--- config.mk ---
export PLATFORM = sky130hd
export DESIGN_NAME = decode_ctrl_pipe
export DESIGN_NICKNAME = d
export VERILOG_FILES = /design/src/rtl/decode_pkg.sv /design/src/rtl/decode_lane.sv /design/src/rtl/decode_ctrl_pipe.sv
export SDC_FILE = /design/constraint.sdc
export NUM_CORES = 1
export LEC_CHECK = 0
export ABC_CLOCK_PERIOD_IN_PS = 2100
export CORE_MARGIN = 2
export CORE_UTILIZATION = 55
export CTS_CLUSTER_DIAMETER = 30
export DETAILED_ROUTE_END_ITERATION = 10
export DONT_BUFFER_PORTS = 1
export HOLD_SLACK_MARGIN = 0.03
export PLACE_DENSITY = 0.67
export SLEW_MARGIN = 5
export SYNTH_ARGS = -nofsm -noshare
export SYNTH_HDL_FRONTEND = slang
export SYNTH_SLANG_ARGS = --single-unit
--- constraint.sdc ---
create_clock -name clk -period 2.1 [get_ports clk]
set_clock_uncertainty 0.2 [all_clocks]
set_input_delay 0 -clock clk [delete_from_list [all_inputs] [get_ports clk]]
set_output_delay 0 -clock clk [all_outputs]
set_load 0.01 [all_outputs]
--- src/rtl/decode_pkg.sv ---
// Shared decode constants, load/store codes and the per-lane control bundle
// carried through the decode pipe.
package decode_pkg;

    localparam logic [6:0] OP_R     = 7'b0110011;
    localparam logic [6:0] OP_I     = 7'b0010011;
    localparam logic [6:0] OP_LOAD  = 7'b0000011;
    localparam logic [6:0] OP_JALR  = 7'b1100111;
    localparam logic [6:0] OP_B     = 7'b1100011;
    localparam logic [6:0] OP_S     = 7'b0100011;
    localparam logic [6:0] OP_JAL   = 7'b1101111;
    localparam logic [6:0] OP_AUIPC = 7'b0010111;
    localparam logic [6:0] OP_LUI   = 7'b0110111;

    localparam logic [6:0] F7_BASE   = 7'b0000000;
    localparam logic [6:0] F7_ALT    = 7'b0100000;
    localparam logic [6:0] F7_MULDIV = 7'b0000001;

    localparam logic [2:0] LT_LB   = 3'b000;
    localparam logic [2:0] LT_LH   = 3'b001;
    localparam logic [2:0] LT_LW   = 3'b010;
    localparam logic [2:0] LT_LBU  = 3'b011;
    localparam logic [2:0] LT_LHU  = 3'b100;
    localparam logic [2:0] LT_NONE = 3'b111;

    localparam logic [1:0] ST_SB   = 2'b00;
    localparam logic [1:0] ST_SH   = 2'b01;
    localparam logic [1:0] ST_SW   = 2'b10;
    localparam logic [1:0] ST_NONE = 2'b11;

    typedef enum logic [1:0] {
        BUF_EMPTY = 2'd0,
        BUF_FULL  = 2'd1,
        BUF_SKID  = 2'd2
    } buf_state_e;

    typedef struct packed {
        logic       alu_src;
        logic       mem_write;
        logic [2:0] load_type;
        logic [1:0] store_type;
        logic       wb_load;
        logic       wb_reg_file;
        logic       invalid;
        logic       muldiv;
        logic [4:0] rd;
    } ctrl_t;

    // Control word seen on the outputs out of reset: nothing enabled, no load/store.
    function automatic ctrl_t ctrl_idle();
        ctrl_t c;
        c            = '0;
        c.load_type  = LT_NONE;
        c.store_type = ST_NONE;
        return c;
    endfunction

endpackage

--- src/rtl/decode_lane.sv ---
// Combinational RV32I decode of one instruction word into ctrl_t.
// RV_MEXT_EN: when defined, R-type func7=0000001 (M extension) decodes as legal muldiv.
module decode_lane
    import decode_pkg::*;
(
    input  logic [31:0] inst_i,
    output ctrl_t       ctrl_o
);

    logic [6:0] opcode;
    logic [2:0] func3;
    logic [6:0] func7;
    logic       is_r, is_md, is_i, is_jalr, is_b, is_jal, is_auipc, is_lui;
    logic       ld_ok, st_ok, legal;
    logic [2:0] lt;
    logic [1:0] st;
    logic       unused_bits;

    assign opcode      = inst_i[6:0];
    assign func3       = inst_i[14:12];
    assign func7       = inst_i[31:25];
    assign unused_bits = ^inst_i[24:15];

    assign is_r     = (opcode == OP_R) && ((func7 == F7_BASE) || (func7 == F7_ALT));
`ifdef RV_MEXT_EN
    assign is_md    = (opcode == OP_R) && (func7 == F7_MULDIV);
`else
    assign is_md    = 1'b0;
`endif
    assign is_i     = (opcode == OP_I);
    assign is_jalr  = (opcode == OP_JALR);
    assign is_b     = (opcode == OP_B);
    assign is_jal   = (opcode == OP_JAL);
    assign is_auipc = (opcode == OP_AUIPC);
    assign is_lui   = (opcode == OP_LUI);

    always_comb begin
        lt = LT_NONE;
        case (func3)
            3'b000:  lt = LT_LB;
            3'b001:  lt = LT_LH;
            3'b010:  lt = LT_LW;
            3'b100:  lt = LT_LBU;
            3'b101:  lt = LT_LHU;
            default: lt = LT_NONE;
        endcase
        st = ST_NONE;
        case (func3)
            3'b000:  st = ST_SB;
            3'b001:  st = ST_SH;
            3'b010:  st = ST_SW;
            default: st = ST_NONE;
        endcase
    end

    assign ld_ok = (opcode == OP_LOAD) && (lt != LT_NONE);
    assign st_ok = (opcode == OP_S) && (st != ST_NONE);
    assign legal = is_r | is_md | is_i | ld_ok | st_ok | is_lui | is_auipc | is_jalr | is_b | is_jal;

    // Every enable below is built only from legal terms, so an invalid lane drives them all low.
    always_comb begin
        ctrl_o             = ctrl_idle();
        ctrl_o.rd          = inst_i[11:7];
        ctrl_o.invalid     = ~legal;
        ctrl_o.alu_src     = is_i | ld_ok | st_ok | is_lui | is_auipc | is_jalr;
        ctrl_o.mem_write   = st_ok;
        ctrl_o.wb_load     = ld_ok;
        ctrl_o.wb_reg_file = is_r | is_md | is_i | ld_ok | is_lui | is_auipc | is_jalr | is_jal;
        ctrl_o.muldiv      = is_md;
        ctrl_o.load_type   = ld_ok ? lt : LT_NONE;
        ctrl_o.store_type  = st_ok ? st : ST_NONE;
    end

endmodule

--- src/rtl/decode_ctrl_pipe.sv ---
// Registered LANES-wide decode stage with 2-entry skid buffer and saturating illegal counter.
// Latency 1 cycle; in_ready drops the cycle after the skid entry fills. RV_MEXT_EN enables M decode.
module decode_ctrl_pipe
    import decode_pkg::*;
#(
    parameter int LANES = 1,
    parameter int CNT_W = 8
) (
    input  logic                 clk,
    input  logic                 rst_n,
    input  logic                 flush_i,
    input  logic                 in_valid,
    output logic                 in_ready,
    input  logic [32*LANES-1:0]  in_inst,
    output logic                 out_valid,
    input  logic                 out_ready,
    output logic [LANES-1:0]     out_alu_src,
    output logic [LANES-1:0]     out_mem_write,
    output logic [LANES-1:0]     out_wb_load,
    output logic [LANES-1:0]     out_wb_reg_file,
    output logic [LANES-1:0]     out_invalid,
    output logic [LANES-1:0]     out_muldiv,
    output logic [3*LANES-1:0]   out_load_type,
    output logic [2*LANES-1:0]   out_store_type,
    output logic [5*LANES-1:0]   out_rd,
    output logic [CNT_W-1:0]     illegal_cnt,
    output logic                 illegal_seen
);

    localparam logic [CNT_W+2:0] CNT_MAX = {3'b000, {CNT_W{1'b1}}};

    buf_state_e              state_q, state_d;
    logic                    in_ready_q, in_ready_d;
    ctrl_t [LANES-1:0]       dec, main_q, main_d, skid_q, skid_d;
    logic [CNT_W-1:0]        cnt_q, cnt_d;
    logic                    seen_q, seen_d;
    logic                    accept;
    logic [2:0]              pop_inv;
    logic [CNT_W+2:0]        sum;

    for (genvar l = 0; l < LANES; l++) begin : g_lane
        decode_lane u_lane (
            .inst_i (in_inst[32*l +: 32]),
            .ctrl_o (dec[l])
        );
        assign out_alu_src[l]          = main_q[l].alu_src;
        assign out_mem_write[l]        = main_q[l].mem_write;
        assign out_wb_load[l]          = main_q[l].wb_load;
        assign out_wb_reg_file[l]      = main_q[l].wb_reg_file;
        assign out_invalid[l]          = main_q[l].invalid;
        assign out_muldiv[l]           = main_q[l].muldiv;
        assign out_load_type[3*l +: 3] = main_q[l].load_type;
        assign out_store_type[2*l +: 2]= main_q[l].store_type;
        assign out_rd[5*l +: 5]        = main_q[l].rd;
    end

    assign in_ready     = in_ready_q & ~flush_i;
    assign out_valid    = (state_q != BUF_EMPTY);
    assign accept       = in_valid & in_ready;
    assign illegal_cnt  = cnt_q;
    assign illegal_seen = seen_q;

    // main_q always holds the oldest bundle; skid_q only the one that arrived behind a stall.
    always_comb begin
        state_d = state_q;
        main_d  = main_q;
        skid_d  = skid_q;
        if (flush_i) begin
            state_d = BUF_EMPTY;
        end else begin
            case (state_q)
                BUF_EMPTY: begin
                    if (accept) begin
                        state_d = BUF_FULL;
                        main_d  = dec;
                    end
                end
                BUF_FULL: begin
                    if (accept && !out_ready) begin
                        state_d = BUF_SKID;
                        skid_d  = dec;
                    end else if (accept) begin
                        main_d  = dec;
                    end else if (out_ready) begin
                        state_d = BUF_EMPTY;
                    end
                end
                BUF_SKID: begin
                    if (out_ready) begin
                        state_d = BUF_FULL;
                        main_d  = skid_q;
                    end
                end
                default: state_d = BUF_EMPTY;
            endcase
        end
        in_ready_d = (state_d != BUF_SKID);
    end

    always_comb begin
        pop_inv = 3'd0;
        for (int l = 0; l < LANES; l++) begin
            pop_inv = pop_inv + 3'(dec[l].invalid);
        end
        sum    = {3'b000, cnt_q} + {{CNT_W{1'b0}}, pop_inv};
        cnt_d  = cnt_q;
        seen_d = seen_q;
        if (accept) begin
            cnt_d = (sum > CNT_MAX) ? {CNT_W{1'b1}} : sum[CNT_W-1:0];
            if (pop_inv != 3'd0) begin
                seen_d = 1'b1;
            end
        end
    end

    always_ff @(posedge clk or negedge rst_n) begin
        if (!rst_n) begin
            state_q    <= BUF_EMPTY;
            in_ready_q <= 1'b1;
            cnt_q      <= '0;
            seen_q     <= 1'b0;
            for (int l = 0; l < LANES; l++) begin
                main_q[l] <= ctrl_idle();
                skid_q[l] <= ctrl_idle();
            end
        end else begin
            state_q    <= state_d;
            in_ready_q <= in_ready_d;
            cnt_q      <= cnt_d;
            seen_q     <= seen_d;
            main_q     <= main_d;
            skid_q     <= skid_d;
        end
    end

endmodule
Yosys cells after proc, flatten, opt, wreduce, memory -nomap -nowiden
Cells that the tools add are included.
{ "word_totals": {"out_inout_bits": 27, "elab_cells": 95, "ff_bits": 43} }
{ "op_classes": {"bitwise": 21, "mux": 16, "reduce_logical": 14, "eq_ne": 21, "order_cmp": 1, "n_addsub": 1} }
{ "op_table": {"columns": ["operator", "n"], "rows": [
  ["$mux W16", 3],
  ["$pmux W16 S3", 1],
  ["$eq A7 B6 Y1 const B", 4],
  ["$eq A7 B7 Y1 const B", 3],
  ["$or A1 B1 Y1", 17],
  ["$pmux W3 S5", 1],
  ["$eq A7 B5 Y1 const B", 2],
  ["$mux W2", 7],
  ["$pmux W2 S3", 2],
  ["$add A8 B1 Y9", 1],
  ["$gt A9 B8 Y1 const B", 1],
  ["$mux W8", 1],
  ["$ne A2 B2 Y1 const B", 4],
  ["$eq A7 B2 Y1 const B", 1],
  ["$logic_not A7 Y1", 1],
  ["$eq A3 B3 Y1 const B", 2],
  ["$logic_and A1 B1 Y1", 4],
  ["$reduce_and A4 Y1", 1],
  ["$eq A3 B1 Y1 const B", 1],
  ["$eq A3 B2 Y1 const B", 1],
  ["$logic_not A3 Y1", 1],
  ["$mux W3", 1],
  ["$ne A3 B3 Y1 const B", 1],
  ["$reduce_and A3 Y1", 1],
  ["10 further kinds", 12]
]} }

Depth between registers and ports, before layout
Gate-level depths: netlist (run 1).
{ "logic_depth": {"depth_word": 15, "ltp_mapped": 10, "depth_no_buf": 10} }

By module
From an unflattened synthesis (run 1), not the netlist that was laid out.
{ "hier_totals": {"hier_cells": 188, "hier_area_um2": 2409.8} }
{ "modules_own_cells": {"columns": ["mod", "cells_each", "n_inst", "area_each_um2", "seq_area_each_um2"], "rows": [
  ["decode_ctrl_pipe", 146, 1, 2107.0, 1114.8],
  ["decode_lane", 42, 1, 302.8, 0.0]
]} }

Worst setup path before layout (run 1)
Ideal clock, no wire load.
{ "synth_timing": {"kind": "input port to flip-flop", "from": "input port in_inst[3]", "to": "register cnt_q[6], in the netlist illegal_cnt[6]", "t_required_ns": 1.775, "setup_slack_ns": -0.096, "t_arrival_ns": 1.871, "setup_time_ns": 0.125, "path_stages": 10, "cell_sequence": "nand3b_1 clkbuf_1 a211oi_1 nor2_1 ha_1 ha_1 nand2_1 nor2_1 nand4_1 mux2_2"} }
{ "synth_rtl": {"columns": ["item", "line", "source"], "rows": [
  ["start: declaration", "decode_ctrl_pipe.sv:14", "input logic [32*LANES-1:0] in_inst,"],
  ["end signal: assignment", "decode_ctrl_pipe.sv:129", "cnt_q <= cnt_d;"],
  ["end: declaration", "decode_ctrl_pipe.sv:35", "logic [CNT_W-1:0] cnt_q, cnt_d;"]
]} }

Final worst setup path (run 1)
{ "layout_timing": {"from": "input port in_inst[12]", "to": "register skid_q[13] in the netlist's numbering"} }
{ "layout_via": {"elab_chain_cells": 5, "elab_cells_between_ends": 9} }
{ "layout_rtl": {"columns": ["item", "line", "source"], "rows": [
  ["$eq A3 B3 Y1 (tied with other cells)", "decode_lane.sv:39", "case (func3)"],
  ["$pmux W3 S5 *", "decode_lane.sv:39", null],
  ["$ne A3 B3 Y1", "decode_lane.sv:56", "assign ld_ok = (opcode == OP_LOAD) && (lt != LT_NONE);"],
  ["$logic_and A1 B1 Y1", "decode_lane.sv:56", null],
  ["$mux W3 *", "decode_lane.sv:70", "ctrl_o.load_type = ld_ok ? lt : LT_NONE;"],
  ["end signal: indexed assignment", "decode_ctrl_pipe.sv:124", "skid_q[l] <= ctrl_idle();"],
  ["end signal: assignment", "decode_ctrl_pipe.sv:132", "skid_q <= skid_d;"],
  ["end: declaration", "decode_ctrl_pipe.sv:34", "ctrl_t [LANES-1:0] dec, main_q, main_d, skid_q, skid_d;"]
]} }
Mark *: on every way between the ends. The rest lies on a longest branch, timed or not.
A chain may end at the register's enable or synchronous reset.

==> metrics.md, run 1 <==
| Metric | Value |
|---|---|
| Leakage power summed over all cells | `1.19 nW` |
| Worst hold margin | `-0.0625 ns` |
| Most used DFF post-synth | `sky130_fd_sc_hd__dfrtp_1` |
| Footprint of the multi-input gates | `0.00106 sq mm` |
| Wire length of the first global-routing pass | `8160 um` |
| Worst endpoint data arrival time | `1.99 ns` |
| Count of flip-flops with a built-in enable after synthesis | `0` |
| Number of global-route vias before repair | `1783` |
| Initial antenna violation count | `0` |
| Global-route usage over all layers | `24.3%` |
| Post-Synthesis Mean Instance Area | `9.73 sq um` |
| Worst vdd rail ir drop | `0.463 mV` |
| # port buffers | `0` |
| Share of layout cells above drive strength 1 | `16.9%` |
| Instance count of the mapped netlist | `226` |
| # DRC | `0` |
| Library cells used by synthesis | `53` |
| First-pass iteration count of the detailed router | `4` |
| Combined area of all synthesized cells | `0.00220 sq mm` |
| Post-layout util | `72.8%` |
| Highest clock rate | `502 MHz` |
| Switching power | `0.000635 W` |
| Detailed router's first-iteration violation count | `69` |
| Final routed wirelength across all metal layers | `4950 um` |
| Hold WC Path Type | `input port to flop` |
| List of most frequent post-synthesis cells | `sky130_fd_sc_hd__nand2_1 (40), sky130_fd_sc_hd__dfrtp_1 (31), sky130_fd_sc_hd__nor2_1 (18)` |
| Min Tclk post-route | `1.99 ns` |
| Run status | `complete, but fails checks` |
| Number of vias per cell after detailed routing | `5.87` |
| Hold violation count in the final report | `2` |
| Antenna cell count | `0` |
| Number of storage elements in the synthesis netlist | `42` |
| Worst setup EP type | `flop` |
| Post-DP HPWL | `3400 um` |
| Unrepaired setup endpoints after global routing | `no` |
| Most instantiated library cell after synthesis | `sky130_fd_sc_hd__nand2_1` |
| Root buffer cell | `sky130_fd_sc_hd__clkbuf_8` |
| Die area | `0.00452 sq mm` |
| Fraction of post-synthesis cell area in the top cell type by area | `35.3%` |
| Startpoint type of the worst setup path | `input port` |
| Transition time at the pin with the least slew margin | `0.602 ns` |
| Storage element area | `0.00106 sq mm` |
| Cells taking the most area after synthesis | `sky130_fd_sc_hd__dfrtp_1 (35%), sky130_fd_sc_hd__dfstp_2 (13%), sky130_fd_sc_hd__nand2_1 (6.8%)` |
| Clock tree from TritonCTS | `done` |
| Crit path kind | `input port to flop` |
| Max_cap viols | `0` |
| Number of max-slew violations in the final report | `0` |
| YS warnings | `0` |
| Routed length per placed instance | `15.7 um` |
| Count of clock tree sinks | `42` |
| Post-CTS Setup Bufs | `0` |
| Final period util | `94.9%` |
| Clock Latency Late Sink | `0.29 ns` |
| Number of endpoints failing setup at the final stage | `0` |
| Gpl congestion | `0.870` |
| Io pins | `64` |
| Power density over cell area | `752 mW/mm^2` |
| Number of clock buffers inserted by TritonCTS | `5` |
| Worst reg2reg setup slack | `0.13 ns` |
| Fill count | `295` |
| Area growth from synthesis to layout | `23.9%` |
| Clock power share | `24.5%` |
| Worst rel slew slack | `59.9%` |
| Maximum number of pins on one net before global-route repair | `32` |
| Via total after detailed routing | `1848` |
| Comb power frac | `18.0%` |
| Fraction of the yosys area taken by sequential cells | `48.4%` |
| Area leader, netlist | `sky130_fd_sc_hd__dfrtp_1` |
| Violated checks | `negative hold slack` |
| Final TNS setup | `0 ns` |
| Buffer levels on the longest clock path | `2` |
| P_int | `0.00142 W` |
| Residual overflow from global routing | `0` |
| Maximum fanout count along the critical path | `5` |
| Required time at the worst-slack endpoint | `2.10 ns` |
| Residual antenna-violating net count after detailed routing | `0` |
| Site row count | `22` |
| Effective utilization at floorplan | `58.8%` |
| Core region area | `0.00374 sq mm` |
| Clock edge transition at the registers on the reported setup and hold paths | `0.08 ns` |
| Switching part of the total power | `31.0%` |
| Share of synthesized flip-flops with an asynchronous set or reset | `100%` |
| Number of H-tree levels | `2` |
| Die outline width | `67.2 um` |
| Final net count | `305` |
| Reg power frac | `57.5%` |
| Number of nets produced by synthesis | `265` |
| Die span in y | `67.2 um` |
-- what timing repair did --
| item | 4_1_cts | 5_1_grt |
|---|---|---|
| endpoints found under the hold margin | 80 | 2 |
| resized for setup | 0 | 2 |
| setup endpoints to repair | 0 | 7 |
| hold buffers | 32 | 2 |
-- cells in the final DEF, fill, tap and decap left out, drive strengths merged, types with 2 or more instances in the layout --
master       count
nor3             5
and4             2
o31ai            3
clkbuf           6
nand4            5
and3b            3
mux2i            8
a21o             4
a21oi            7
nor2b            2
xnor2            3
o211ai           2
clkinv           2
o21ai           17
ha               2
nor4             3
a31oi            2
mux2             2
nand3            3
dlygate4sd3     30
nand3b           3
dfstp           11
and2             3
or2              2
a211oi           7
dfrtp           31
nor2            18
or3              2
buf             14
nand2           40
nand2b           4
inv              5
-- sequential cells by signal (all words and copies together) (netlist names) --
signal and flops:
skid_q 15, in_ready_q 1, out_wb_reg_file 1, out_store_type 2, out_alu_src 1, out_mem_write 1, out_invalid 1, out_wb_load 1
illegal_seen 1, out_load_type 3, illegal_cnt 8, state_q 2, out_rd 5
-- path summary, 6_finish.rpt --
path | startpoint | endpoint | depth (start not counted)
min in group asynchronous | rst_n | in_ready_q | 2
hold / removal | in_inst[1] | skid_q[15] | 3
max in group asynchronous | rst_n | skid_q[14] | 3
hold reg to reg | skid_q[6] | skid_q[6] | 2
setup / recovery | in_inst[12] | skid_q[13] | 5
setup reg to reg | in_ready_q | out_invalid | 6
-- worst max-delay path: stages --
cell and delay, ns:
sky130_fd_sc_hd__dlygate4sd3_1 0.58, sky130_fd_sc_hd__maj3_1 0.36, sky130_fd_sc_hd__nor3_1 0.33, sky130_fd_sc_hd__dlygate4sd3_1 0.62
sky130_fd_sc_hd__o21ai_0 0.10
-- power by group through the flow --
stage               clock network [W]  registers (W)  logic, W
finish                       0.000502        0.00118  0.000369
global route                 0.000548        0.00121  0.000426
CTS                          0.000508        0.00118  0.000370
detailed placement                  0        0.00120  0.000305
global placement                    0        0.00118  0.000286
floorplan                           0        0.00115  0.000243
-- through the flow --
stage	std cells	setup slack [ns]	total power, W	cell area, sq um
after floorplan	226	0.0405	0.00140	2200
after global placement	275	0.0696	0.00147	2300
after detailed placement	275	0.0150	0.00150	2300
after CTS	315	0.0443	0.00206	2720
after global routing	315	0.0244	0.00218	2730
final	315	0.107	0.00205	2730
-- per-layer routing --
layer  global-route usage, %  wire (um)  vias up
met1                    29.0       2100      905
li1                        -          -      883
met3                    6.83        271        7
met2                    43.1       2520       53
met4                    6.38         60        0
met5                       0          0        -
-- cell families after synthesis --
group / after synthesis / synth area share, %
buf+inv: 16 / 3.53
fa+ha+maj: 3 / 1.59
simple gates: 100 / 23.7
xor+xnor: 4 / 1.59
compound gates: 50 / 16.3
other cells: 1 / 0.170
flops: 42 / 48.4
mux: 10 / 4.66
-- area by class of cell --
type,count,share of cell area [%]
Sequential cell,42,39.1
Clock inverter,2,0.505
Tap cell,48,2.20
Clock buffer,6,2.66
Inverter,5,0.689
Multi-Input combinational cell,168,39.1
Timing Repair Buffer,44,15.8
Power figures use the tool's default switching activity.
==> run 2: changes to the inputs <==
Settings changed: CORE_UTILIZATION 55 to 35, CTS_BUF_LIST from default to sky130_fd_sc_hd__clkbuf_8, PLACE_DENSITY 0.67 to 0.46, TNS_END_PERCENT from default to 50.
==> metrics.md, run 2 (same netlist as run 1, synthesis figures left out) <==
| Metric | Value |
|---|---|
| Effective utilization at floorplan | `36.7% (-22 points)` |
| Switching part of the total power | `31.1% (+0.14 points)` |
| Worst vdd rail ir drop | `0.420 mV (-9.2%)` |
| Hold WC Path Type | `input port to flop` |
| Final period util | `96.6% (+1.7 points)` |
| Area growth from synthesis to layout | `31.9%` |
| Worst min-delay path startpoint | `in_inst[12]` |
| Largest register FFs | `15 (unchanged)` |
| Run status | `completed` |
| Share of layout cells above drive strength 1 | `18.0% (+1.1 points)` |
| Site row count | `28 (+27%)` |
| Worst rel slew slack | `57.9% (-2.0 points)` |
| # DRC | `0 (unchanged)` |
| Number of H-tree levels | `2 (unchanged)` |
| Count of clock tree sinks | `42 (unchanged)` |
| Die span in y | `83.3 um (+24%)` |
| Die outline width | `83.3 um (+24%)` |
| Placed standard-cell area | `0.00233 sq mm (+1.5%)` |
| Number of vias per cell after detailed routing | `5.26 (-10%)` |
| Switching power | `0.000658 W (+3.6%)` |
| Core region area | `0.00599 sq mm (+60%)` |
| Hold violation count in the final report | `0 (-2)` |
| Die area | `0.00693 sq mm (+53%)` |
| Worst endpoint data arrival time | `2.07 ns (+0.08 ns)` |
| Global-route usage over all layers | `16.1% (-8.2 points)` |
| Highest clock rate | `493 MHz (-1.8%)` |
| Post-layout util | `48.4% (-24 points)` |
| Crit path kind | `flop to flop` |
| Maximum fanout count along the critical path | `9 (+4)` |
| Leakage power summed over all cells | `1.24 nW (+3.9%)` |
| Worst setup EP type | `flop` |
| Final net count | `316 (+3.6%)` |
| Clock edge transition at the registers on the reported setup and hold paths | `0.08 ns (about the same)` |
| Maximum number of pins on one net before global-route repair | `32 (unchanged)` |
| Unrepaired setup endpoints after global routing | `no` |
| Largest register by flop count | `skid_q` |
| Fill count | `587 (+99%)` |
| Antenna cell count | `0 (unchanged)` |
| Final TNS setup | `0 ns (unchanged)` |
| Via total after detailed routing | `1857 (+0.49%)` |
| Initial antenna violation count | `0 (unchanged)` |
| Number of global-route vias before repair | `1860 (+4.3%)` |
| Clock power share | `26.5% (+2.0 points)` |
| Number of clock buffers inserted by TritonCTS | `5 (unchanged)` |
| Critical path launch point | `in_ready_q` |
| Root buffer cell | `sky130_fd_sc_hd__clkbuf_8` |
| Worst reg2reg path startpoint | `in_ready_q` |
| Residual overflow from global routing | `0 (unchanged)` |
| Io pins | `64 (unchanged)` |
| Clock Latency Late Sink | `0.30 ns (about the same)` |
| Worst reg2reg setup slack | `0.07 ns (-0.06 ns)` |
| Final routed wirelength across all metal layers | `5330 um (+7.7%)` |
| Wire length of the first global-routing pass | `9070 um (+11%)` |
| Required time at the worst-slack endpoint | `2.14 ns (+0.04 ns)` |
| Buffer levels on the longest clock path | `2 (unchanged)` |
| Residual antenna-violating net count after detailed routing | `0 (unchanged)` |
| Max_cap viols | `0 (unchanged)` |
| Clock tree from TritonCTS | `done` |
| Path depth of the worst reg2reg path | `5 (-1)` |
| Area of all placed cells without fillers | `0.00290 sq mm (+6.5%)` |
| First-pass iteration count of the detailed router | `4 (unchanged)` |
| Power density over cell area | `729 mW/mm^2 (-3.1%)` |
| Gpl congestion | `0.780 (-10%)` |
| Instance count along the most critical hold path | `4 (+1)` |
| Comb power frac | `17.8% (-0.2 points)` |
| Reg power frac | `55.7% (-1.8 points)` |
| Routed length per placed instance | `15.1 um (-3.9%)` |
| Number of endpoints failing setup at the final stage | `0 (unchanged)` |
| Post-DP HPWL | `3560 um (+4.7%)` |
| Detailed router's first-iteration violation count | `54 (-22%)` |
| Min Tclk post-route | `2.03 ns (+0.0360 ns)` |
| Number of max-slew violations in the final report | `0 (unchanged)` |
| Leading cell types in the layout, fill and taps excluded | `sky130_fd_sc_hd__nand2_1 (40), sky130_fd_sc_hd__dlygate4sd3_1 (40), sky130_fd_sc_hd__dfrtp_1 (31)` |
| Transition time at the pin with the least slew margin | `0.631 ns (+0.0293 ns)` |
| P_int | `0.00146 W (+3.0%)` |
| Startpoint type of the worst setup path | `flop` |
| # port buffers | `0 (unchanged)` |
[run 2: path summary, 6_finish.rpt]
path,end
worst max-delay path,state_q[1]
worst min-delay path,out_load_type[1]
worst max register to register,state_q[1]
worst min register to register,skid_q[6]
max in group asynchronous,skid_q[7]
min in group asynchronous,out_wb_load
[run 2: power by group through the flow]
stage / combinational (W) / sequential (W) / clock [W]
after floorplan: 0.000243 / 0.00115 / 0
after global placement: 0.000290 / 0.00119 / 0
after detailed placement: 0.000297 / 0.00120 / 0
after CTS: 0.000373 / 0.00118 / 0.000576
after global routing: 0.000438 / 0.00121 / 0.000606
final: 0.000376 / 0.00118 / 0.000561
[run 2: worst max-delay path, stage by stage, from the launching register on]
cell and delay [ns]:
sky130_fd_sc_hd__dfstp_2 0.57, sky130_fd_sc_hd__nand3b_4 0.15, sky130_fd_sc_hd__nor2_2 0.15, sky130_fd_sc_hd__nand2_1 0.09, sky130_fd_sc_hd__a211oi_1 0.24, sky130_fd_sc_hd__dlygate4sd3_1 0.58
[run 2: final cells by class]
class	count	area [sq um]	share of cell area, %
Inverter	5	18.8	0.647
Tap cell	75	93.8	3.23
Sequential cell	42	1060	36.7
Multi-Input combinational cell	168	1090	37.5
Timing Repair Buffer	55	542	18.7
Clock buffer	6	82.6	2.85
Clock inverter	2	12.5	0.431
[run 2: routing by layer]
metal  global-route usage, %  share of wire, %  up-vias
met4                    4.47               1.2        0
li1                        -                 -      905
met2                    27.8                49       38
met3                    4.97               5.0        7
met1                    19.5                45      907
met5                       0                 0        -
[run 2: metrics by stage]
stage          total power, W  hold slack, ns  instances  worst slack, ns
3_5_place_dp          0.00149          -0.494        302          -0.0238
3_3_place_gp          0.00148          -0.493        302           0.0167
6_report              0.00212          0.0239        353           0.0707
2_1_floorplan         0.00140          -0.496        226           0.0405
5_1_grt               0.00225          0.0459        353          0.00447
4_1_cts               0.00213          0.0353        350           0.0218
[run 2: repair_timing]
item,CTS,global route
resized for setup,0,6
hold buffers,40,3
setup buffers,0,1
hold endpoints to repair,83,2
endpoints found under the setup margin,0,6
